**config.mk**
```make
export PLATFORM = sky130hd
export DESIGN_NAME = prg_dma_loader
export DESIGN_NICKNAME = d
export VERILOG_FILES = /design/src/rtl/pet_loader_pkg.sv /design/src/rtl/dma_wr_hold.sv /design/src/rtl/prg_dma_loader.sv
export SDC_FILE = /design/constraint.sdc
export NUM_CORES = 1
export LEC_CHECK = 0
export BUFFER_PORTS_ARGS = -buffer_cell sky130_fd_sc_hd__clkbuf_2
export CAP_MARGIN = 10
export CELL_PAD_IN_SITES_DETAIL_PLACEMENT = 0
export CELL_PAD_IN_SITES_GLOBAL_PLACEMENT = 1
export CORE_MARGIN = 2
export CORE_UTILIZATION = 40
export CTS_BUF_LIST = sky130_fd_sc_hd__clkbuf_8
export DETAILED_ROUTE_END_ITERATION = 6
export PLACE_DENSITY_LB_ADDON = 0.1
export SLEW_MARGIN = 40
export SYNTH_ARGS = -nofsm -noshare
export SYNTH_HDL_FRONTEND = slang
export SYNTH_SLANG_ARGS = --single-unit
```
**constraint.sdc**
```tcl
create_clock -name clk_sys -period 2.87 [get_ports clk_sys]
set_clock_uncertainty 0.2 [all_clocks]
set_input_delay 0 -clock clk_sys [delete_from_list [all_inputs] [get_ports clk_sys]]
set_output_delay 0 -clock clk_sys [all_outputs]
set_load 0.05 [all_outputs]
```
**src/rtl/pet_loader_pkg.sv**
```systemverilog
// Shared types and memory-map constants for the PET program loader.
// Holds the loader state encoding and default fixup/limit addresses.
package pet_loader_pkg;

  typedef enum logic [2:0] {
    IDLE,
    LOAD,
    DRAIN,
    FIX,
    GAP,
    DONE
  } state_t;

  localparam logic [15:0] PET_VARTAB  = 16'h002A;
  localparam logic [15:0] PET_RAM_TOP = 16'h8000;

endpackage

```
**src/rtl/dma_wr_hold.sv**
```systemverilog
// One-entry DMA write holding register.
// Write request stays asserted with stable address/data until accepted.
module dma_wr_hold #(
  parameter int ADDR_W = 16
) (
  input  logic              i_clk,
  input  logic              i_rst,
  input  logic              i_ld,
  input  logic [ADDR_W-1:0] i_addr,
  input  logic [7:0]        i_data,
  input  logic              i_ready,
  output logic              o_we,
  output logic [ADDR_W-1:0] o_addr,
  output logic [7:0]        o_data
);

  logic              r_full;
  logic [ADDR_W-1:0] r_addr;
  logic [7:0]        r_data;

  always_ff @(posedge i_clk) begin
    if (i_rst) begin
      r_full <= 1'b0;
      r_addr <= '0;
      r_data <= '0;
    end else if (i_ld) begin
      r_full <= 1'b1;
      r_addr <= i_addr;
      r_data <= i_data;
    end else if (i_ready) begin
      r_full <= 1'b0;
    end
  end

  assign o_we   = r_full;
  assign o_addr = r_addr;
  assign o_data = r_data;

endmodule

```
**src/rtl/prg_dma_loader.sv**
```systemverilog
// Streams a downloaded program into RAM over a DMA write port, then
// patches the end-of-program pointer pairs at PTR_BASE.
module prg_dma_loader
  import pet_loader_pkg::*;
#(
  parameter int                ADDR_W     = 16,
  parameter logic [ADDR_W-1:0] LOAD_LIMIT = ADDR_W'(PET_RAM_TOP),
  parameter logic [ADDR_W-1:0] PTR_BASE   = ADDR_W'(PET_VARTAB),
  parameter int                NUM_PTRS   = 1,
  parameter int                FIX_GAP    = 1
) (
  input  logic              clk_sys,
  input  logic              reset,
  input  logic              dl_active,
  input  logic              dl_wr,
  input  logic [24:0]       dl_addr,
  input  logic [7:0]        dl_data,
  output logic              dl_wait,
  output logic [ADDR_W-1:0] dma_addr,
  output logic [7:0]        dma_data,
  output logic              dma_we,
  input  logic              dma_ready,
  output logic              busy,
  output logic              done,
  output logic              overflow,
  output logic              err,
  output logic [ADDR_W-1:0] end_addr
);

  localparam logic [2:0] NP     = 3'(NUM_PTRS);
  localparam logic [2:0] NP_M1  = 3'(NUM_PTRS - 1);
  localparam logic [2:0] GAP_M1 = 3'(FIX_GAP - 1);

  state_t            r_st;
  logic [ADDR_W-1:0] r_ptr;
  logic [ADDR_W-1:0] r_end;
  logic [ADDR_W:0]   r_cnt;
  logic [2:0]        r_idx;
  logic              r_ph;
  logic              r_sent;
  logic              r_abort;
  logic              r_ovf;
  logic              r_err;
  logic [2:0]        r_gap;

  logic              w_full;
  logic              w_free;
  logic              w_abt;
  logic              w_dat_ld;
  logic              w_fx_ld;
  logic              w_last;
  logic [ADDR_W-1:0] w_fx_addr;
  logic [7:0]        w_fx_data;

  assign w_free = !w_full || dma_ready;
  // A restart request is remembered until the in-flight beat retires.
  assign w_abt = (r_st == DRAIN || r_st == FIX || r_st == GAP)
              && (r_abort || dl_active);

  assign w_dat_ld = (r_st == LOAD) && dl_active && dl_wr && !w_full
                 && (dl_addr > 25'd1) && (r_ptr < LOAD_LIMIT);

  // r_idx/r_ph always name the next fixup byte to issue.
  assign w_fx_ld = !w_abt
                && ((r_st == FIX && !r_sent)
                 || (r_st == GAP && r_gap == 3'd0 && r_idx != NP));

  assign w_fx_addr = PTR_BASE + ADDR_W'({r_idx, r_ph});
  assign w_fx_data = r_ph ? r_end[15:8] : r_end[7:0];
  assign w_last    = (r_idx == NP_M1) && r_ph;

  dma_wr_hold #(
    .ADDR_W (ADDR_W)
  ) u_hold (
    .i_clk   (clk_sys),
    .i_rst   (reset),
    .i_ld    (w_dat_ld || w_fx_ld),
    .i_addr  (w_dat_ld ? r_ptr : w_fx_addr),
    .i_data  (w_dat_ld ? dl_data : w_fx_data),
    .i_ready (dma_ready),
    .o_we    (w_full),
    .o_addr  (dma_addr),
    .o_data  (dma_data)
  );

  always_ff @(posedge clk_sys) begin
    if (reset) begin
      r_st    <= IDLE;
      r_ptr   <= '0;
      r_end   <= '0;
      r_cnt   <= '0;
      r_idx   <= '0;
      r_ph    <= 1'b0;
      r_sent  <= 1'b0;
      r_abort <= 1'b0;
      r_ovf   <= 1'b0;
      r_err   <= 1'b0;
      r_gap   <= '0;
    end else if (w_abt) begin
      if (w_free) begin
        r_st    <= LOAD;
        r_ptr   <= '0;
        r_cnt   <= '0;
        r_ovf   <= 1'b0;
        r_err   <= 1'b0;
        r_sent  <= 1'b0;
        r_abort <= 1'b0;
      end else begin
        r_abort <= 1'b1;
      end
    end else begin
      unique case (r_st)
        IDLE: if (dl_active) begin
          r_st  <= LOAD;
          r_ptr <= '0;
          r_cnt <= '0;
          r_ovf <= 1'b0;
          r_err <= 1'b0;
        end
        LOAD: if (!dl_active) begin
          r_st <= DRAIN;
        end else if (dl_wr) begin
          if (w_full)
            r_err <= 1'b1;
          else if (dl_addr == 25'd0)
            r_ptr <= ADDR_W'({r_ptr[15:8], dl_data});
          else if (dl_addr == 25'd1)
            r_ptr <= ADDR_W'({dl_data, r_ptr[7:0]});
          else if (w_dat_ld) begin
            r_ptr <= r_ptr + 1'b1;
            r_cnt <= r_cnt + 1'b1;
          end else
            r_ovf <= 1'b1;
        end
        DRAIN: if (!w_full) begin
          r_end  <= r_ptr;
          r_idx  <= '0;
          r_ph   <= 1'b0;
          r_sent <= 1'b0;
          if (r_cnt == '0) begin
            r_err <= 1'b1;
            r_st  <= DONE;
          end else begin
            r_st <= FIX;
          end
        end
        FIX: if (w_fx_ld) begin
          r_sent <= 1'b1;
        end else if (w_full && dma_ready) begin
          r_sent        <= 1'b0;
          {r_idx, r_ph} <= {r_idx, r_ph} + 4'd1;
          if (FIX_GAP > 0) begin
            r_st  <= GAP;
            r_gap <= GAP_M1;
          end else if (w_last) begin
            r_st <= DONE;
          end
        end
        // The next beat loads on the last gap cycle so it appears right after.
        GAP: if (r_gap != 3'd0) begin
          r_gap <= r_gap - 3'd1;
        end else if (r_idx == NP) begin
          r_st <= DONE;
        end else begin
          r_st   <= FIX;
          r_sent <= 1'b1;
        end
        DONE: r_st <= IDLE;
        default: r_st <= IDLE;
      endcase
    end
  end

  assign dl_wait  = w_full;
  assign dma_we   = w_full;
  assign busy     = (r_st != IDLE);
  assign done     = (r_st == DONE);
  assign overflow = r_ovf;
  assign err      = r_err;
  assign end_addr = r_end;

endmodule

```
### Yosys cells after proc, flatten, opt, wreduce, memory -nomap -nowiden

Cells that the tools add are included.

| cells by class | value |
|---|---|
| $add $sub $neg | 5 |
| multiplexer cells | 72 |
| equal/unequal tests | 33 |
| order comparisons | 2 |
| bitwise logic cells | 2 |
| reductions and logical operators | 42 |

Operators with widths:

| kind | number |
|---|---|
| 2-to-1 mux 16 bit | 10 |
| 2-to-1 mux 17 bit | 9 |
| 2-to-1 mux 3 bit | 16 |
| inequality test 3 bit, second input constant | 13 |
| one-hot mux 17 bit (2 select lines) | 1 |
| one-hot mux 16 bit (2 select lines) | 1 |
| 2-to-1 mux 1 bit | 26 |
| == test 25 x 1 -> 1 bit, second input constant | 1 |
| greater-than comparator 25 x 1 -> 1 bit, second input constant | 1 |
| logical NOT 25 bit | 1 |
| AND reduction 8 bit | 3 |
| AND reduction 9 bit | 2 |
| adder 17 x 1 -> 17 bit, second input constant | 1 |
| logical NOT 17 bit | 1 |
| adder 16 x 1 -> 16 bit, second input constant | 1 |
| < comparator 16 bit, second input constant | 1 |
| 2-to-1 mux 8 bit | 2 |
| one-hot mux 3 bit (5 select lines) | 1 |
| inequality test 4 x 3 -> 1 bit, second input constant | 3 |
| one-hot mux 3 bit (2 select lines) | 2 |
| logical AND 1 bit | 11 |
| AND reduction 5 bit | 2 |
| inequality test 3 x 2 -> 1 bit, second input constant | 3 |
| nonzero test 3 bit | 3 |
| 21 further kinds | 41 |

| word-level totals | value |
|---|---|
| output and inout bits | 46 |
| flip-flop bits (word level) | 88 |
| input bits | 38 |
| word-level logic and storage cells | 171 |

### Depth between registers and ports, before layout

| depth | value |
|---|---|
| depth in word-level cells | 14 |
| mapped depth | 10 |
| mapped depth without buffers | 8 |

### Cells and area by module

Synthesis repeated with hierarchy kept, for this count alone.

| second synthesis, totals | value |
|---|---|
| cell total of the unflattened synthesis | 624 |
| area total of the unflattened synthesis | 5,029.8 um2 |

By module, submodules not included:

| module | cells an instance | seq. area each (um2) | instances | area an instance (um2) |
|---|---|---|---|---|
| prg_dma_loader | 542 | 1,261.2 | 1 | 4,119.0 |
| dma_wr_hold | 82 | 500.5 | 1 | 910.9 |

### Least setup slack after synthesis

No wires, ideal clock.

| timing | value |
|---|---|
| path kind | register to register |
| start | register u_hold.r_full (netlist: u_hold.o_we) |
| end | register r_ptr[8] |
| setup time | 0.137 ns |
| arrival | 2.053 ns |
| path buffers | 3 |
| setup slack | 0.479 ns |
| cell stages (with the launch flop) | 10 |
| period minus slack after synthesis | 2.391 ns |
| data required time | 2.533 ns |
| path through | dfxtp_1 -> clkbuf_1 -> nor2_1 -> and4_1 -> o21a_1 -> buf_6 -> o211ai_4 -> buf_2 -> or2_0 -> a22oi_1 |

| between the ends | value |
|---|---|
| cells in the longest elaborated chain, start to end | 6 |
| elaborated cells between the ends (all ways) | 9 |
| classes of those cells | 3 x eq/ne; 6 x reduce/logical |

Ends and longest elaborated chain:

| what | line | RTL |
|---|---|---|
| start, declared | dma_wr_hold.sv:17 | `logic r_full;` |
| start signal, assigned | dma_wr_hold.sv:23 | `r_full <= 1'b0;` |
| start signal, assigned | dma_wr_hold.sv:27 | `r_full <= 1'b1;` |
| start signal, assigned | dma_wr_hold.sv:31 | `r_full <= 1'b0;` |
| logical NOT 1 bit | - |  |
| logical AND 1 bit | prg_dma_loader.sv:60 | `assign w_dat_ld = (r_st == LOAD) && dl_active && dl_wr && !w_full` |
| logical AND 1 bit (2 in a row) | prg_dma_loader.sv:61 | `&& (dl_addr > 25'd1) && (r_ptr < LOAD_LIMIT);` |
| inequality test 4 x 3 -> 1 bit (no line) | - |  |
| AND reduction 8 bit (no line) * | - |  |
| end signal, assigned | prg_dma_loader.sv:126 | `r_ptr <= ADDR_W'({r_ptr[15:8], dl_data});` |
| end signal, assigned | prg_dma_loader.sv:128 | `r_ptr <= ADDR_W'({dl_data, r_ptr[7:0]});` |
| end signal, assigned | prg_dma_loader.sv:130 | `r_ptr <= r_ptr + 1'b1;` |
| end, declared | prg_dma_loader.sv:35 | `logic [ADDR_W-1:0] r_ptr;` |

Every way passes the cells marked *; elsewhere a longest branch is shown, timed or not.
A chain may end at the register's enable or synchronous reset.

### Final worst setup path

| timing | value |
|---|---|
| start | register r_st[2] |
| end | register r_ptr[8] |

| between the ends | value |
|---|---|
| cells in the longest elaborated chain, start to end | 8 |
| elaborated cells between the ends (all ways) | 24 |
| classes of those cells | 11 x eq/ne; 2 x mux; 11 x reduce/logical |

Ends and longest elaborated chain:

| what | line | RTL |
|---|---|---|
| start, declared | prg_dma_loader.sv:34 | `state_t r_st;` |
| start signal, assigned | prg_dma_loader.sv:88 | `r_st <= IDLE;` |
| start signal, assigned | prg_dma_loader.sv:101 | `r_st <= LOAD;` |
| start signal, assigned | prg_dma_loader.sv:114 | `r_st <= LOAD;` |
| == test 3 x 1 -> 1 bit | prg_dma_loader.sv:60, prg_dma_loader.sv:112 |  |
| logical AND 1 bit (3 in a row) | prg_dma_loader.sv:60 |  |
| logical AND 1 bit (2 in a row) | prg_dma_loader.sv:61 |  |
| inequality test 4 x 3 -> 1 bit (no line) | - |  |
| AND reduction 8 bit (no line) | - |  |

Several ways; a longest one is shown, not always the timed one.

==> impl_metrics.yaml <==
cts:
  cts.sinks: 88
  clkTransAtPathRegs_ns: 0.10
  cts_resized: 0
  root_buffer: "clkbuf_8"
  post_cts_buffers: 0
  htreeDepth: 3
  tritoncts: "done"
  cts_buffers: 9
  insertion_delay_ns: 0.38
  cts_max_path_buffers: 2
cells_and_area:
  multi_input_area_mm2: 0.00273
  fin_nets: 751
  syn2layout_area_growth_pct: 20.5
  final_common_cell: "nand2_1"
  final_cell_mix: "nand2_1, dfxtp_1, clkbuf_2, a21oi_1, nor2_1"
  layout-drive-gt1-share_pct: 19.3
  diodes: 0
  fillers: 1121
  seqCellArea_mm2: 0.00176
sta:
  worst_pin_slew_ns: 0.675
  slew_violations: 0
  timing.final.ws_setup_ns: 0.241
  finalSetupViolCount: 0
  min_period_ns: 2.63
  hold_viol_final: 0
  fin_setup_tns_ns: 0
  min_period_over_period_pct: 91.6
  timing.slew.headroom_pct: 54.9
  max_freq_mhz: 380
  rsz0062_at_grt: "false"
routing:
  num_vias: 4986
  drtIter0Drc: 382
  ant_nets: 0
  post_drt_wl_per_cell_um: 17.8
  drt_pass1_iterations: 4
  drc: 0
  viasPerCell: 5.85
  routed_wl_um: 15200
pwr:
  switching_power_uw: 1510
  power_density_mw_per_mm2: 632
  switching_share_pct: 42.0
  power_frac_comb_pct: 38.1
  leakage_uw: 0.00207
  p_total_uw: 3590
  p_int_uw: 2080
  seqPwrFrac_pct: 38.7
  pwr-share-clk_pct: 23.2
  ir_drop_mv: 0.310
synth:
  ys_types: 63
  synth_area_per_cell_um2: 7.74
  yosys.area_share.simple_pct: 25.8
  synth_top_family_by_area: "simple AND/OR/NAND/NOR gates"
  synthMuxAreaShare_pct: 2.33
  synth_compound_area_share_pct: 24.9
  synth_warnings: 0
  syn-num-nets: 656
  synth-edff-count: 0
  postSynthCellCount: 610
  synth_xor_area_share_pct: 2.41
  ys_seq_area_share_pct: 37.3
  synth_flop_cell: "dfxtp_1"
  async_flop_share_pct: 0
  syn_area_mm2: 0.00472
  yosys.area_share.adder_pct: 2.12
  synth-seq-cells: 88
hold_path:
  hold-path-cell-count: 5
  min_path_type: "in2reg"
  hold_end: "err"
  hp-start: "dl_active"
critical_path:
  cp_max_fo: 12
  rrSetupSlack_ns: 0.24
  required_ns: 2.97
  worstPathArrival_ns: 2.73
  crit_type: "reg2reg"
  r2r_cells: 6
  r2r_end: "r_ptr[8]"
  worst_setup_path_end_kind: "flop"
  start_kind: "flop"
  timing.rr.start: "r_st[2]"
die:
  start_util_pct: 41.2
  rows: 39
  fp.dieW_um: 113
  die-height_um: 113
  die_area_mm2: 0.0127
  ioPinCount: 84
  core_area_mm2: 0.0115
global_routing:
  grt_pass1_vias: 4600
  grt_pass1_wl_um: 24300
  grt_usage_pct: 24.1
  antenna_found_initial: 0
  grt_overflow_total: 0
  grt_max_degree: 62
placement:
  dp_hpwl_um: 11000
  place_ws_ns: 0.294
  port_buffers: 83
  gp_congestion: 0.878
flow_run:
  drv_cap: 0
outcome:
  outcome: "complete, no violations"
metrics by stage:
step	instance area, um2	instances	util, %	hold slack (ns)
2_1_floorplan	4720	610	-	-0.0640
3_3_place_gp	5390	825	47.0	0.0667
3_5_place_dp	5390	825	47.0	0.0721
4_1_cts	5690	853	49.6	0.0389
5_1_grt	5690	853	49.6	0.0929
6_report	5690	853	49.6	0.0497
flip-flops by register name (all words and copies together), names as in the netlist, 3 cells and up:
signal and count:
end_addr 16, r_cnt 17, r_gap 3, r_idx 3
r_ptr 16, r_st 3, u_hold.o_addr 16, u_hold.o_data 8
per-layer routing:
| layer | global-route usage (%) | share of wire [%] |
|---|---|---|
| met1 | 34.3 | 46 |
| met2 | 36.8 | 46 |
| met5 | 0 | 0 |
| met4 | 8.78 | 1.8 |
| met3 | 3.73 | 6.0 |
worst max-delay path by stage:
stage | cells past startpoint | slack, ns | endpoint | start
4_1_cts | 6 | 0.27 | r_ptr[8] | r_st[2]
5_1_grt | 6 | 0.06 | r_ptr[11] | r_st[2]
6_report | 6 | 0.24 | r_ptr[8] | r_st[2]
3_5_place_dp | 6 | 0.29 | r_ptr[8] | r_st[2]
2_1_floorplan | 9 | 0.48 | r_ptr[8] | u_hold.o_we
3_3_place_gp | 6 | 0.34 | r_ptr[8] | r_st[2]
synthesized netlist by cell type (4+ instances only):
library cell	n	area, um2
nand2_1	103	387
dfxtp_1	88	1760
a21oi_1	72	360
nor2_1	33	124
nand3_1	31	155
clkbuf_1	29	109
o21ai_0	25	125
inv_1	17	63.8
o211ai_1	15	113
mux2i_1	11	110
nand4_1	11	68.8
nor3_1	11	55.1
buf_2	10	50.1
a31oi_1	9	56.3
nor4_1	9	56.3
or4_1	9	67.6
ha_1	8	100
o2bb2ai_1	7	61.3
xnor2_1	7	61.3
a22oi_1	6	45.0
and2_1	6	37.5
and3_1	6	37.5
nand2b_1	6	37.5
o31ai_1	6	45.0
xor2_1	6	52.6
or3_1	5	31.3
a211oi_1	4	30.0
and4_1	4	35.0
layout make-up:
| cell class | instances | area share (%) |
|---|---|---|
| well taps | 143 | 3.15 |
| clock inverters | 6 | 0.792 |
| flip-flops and latches | 88 | 31.0 |
| multi-input cells | 464 | 48.0 |
| clock buffers | 10 | 2.42 |
| repair buffers | 125 | 13.6 |
| inverters | 17 | 1.12 |
worst max-delay path, cell delays in order, from the launching register on:
cell	delay [ns]
dfxtp_1	0.59
or3b_1	0.42
a211oi_2	0.28
o21ai_1	0.20
nand2_1	0.35
o21ai_0	0.28
a22oi_1	0.23
power groups by stage:
stage | logic (uW) | clock network [uW] | registers [uW]
after floorplan | 797 | 0 | 1550
after global placement | 1350 | 0 | 1420
after detailed placement | 1350 | 0 | 1420
after CTS | 1360 | 859 | 1390
after global routing | 1490 | 912 | 1400
final | 1370 | 833 | 1390
cell families after synthesis:
family / after synthesis
simple gates: 249
compound gates: 183
flops: 88
buf+inv: 58
xor+xnor: 13
mux: 11
fa+ha+maj: 8
timing repair:
item                                   in CTS  in global routing
hold buffers                               12                  0
endpoints found under the hold margin      28                  0
setup endpoints to repair                   0                  0
Power figures use the tool's default switching activity.
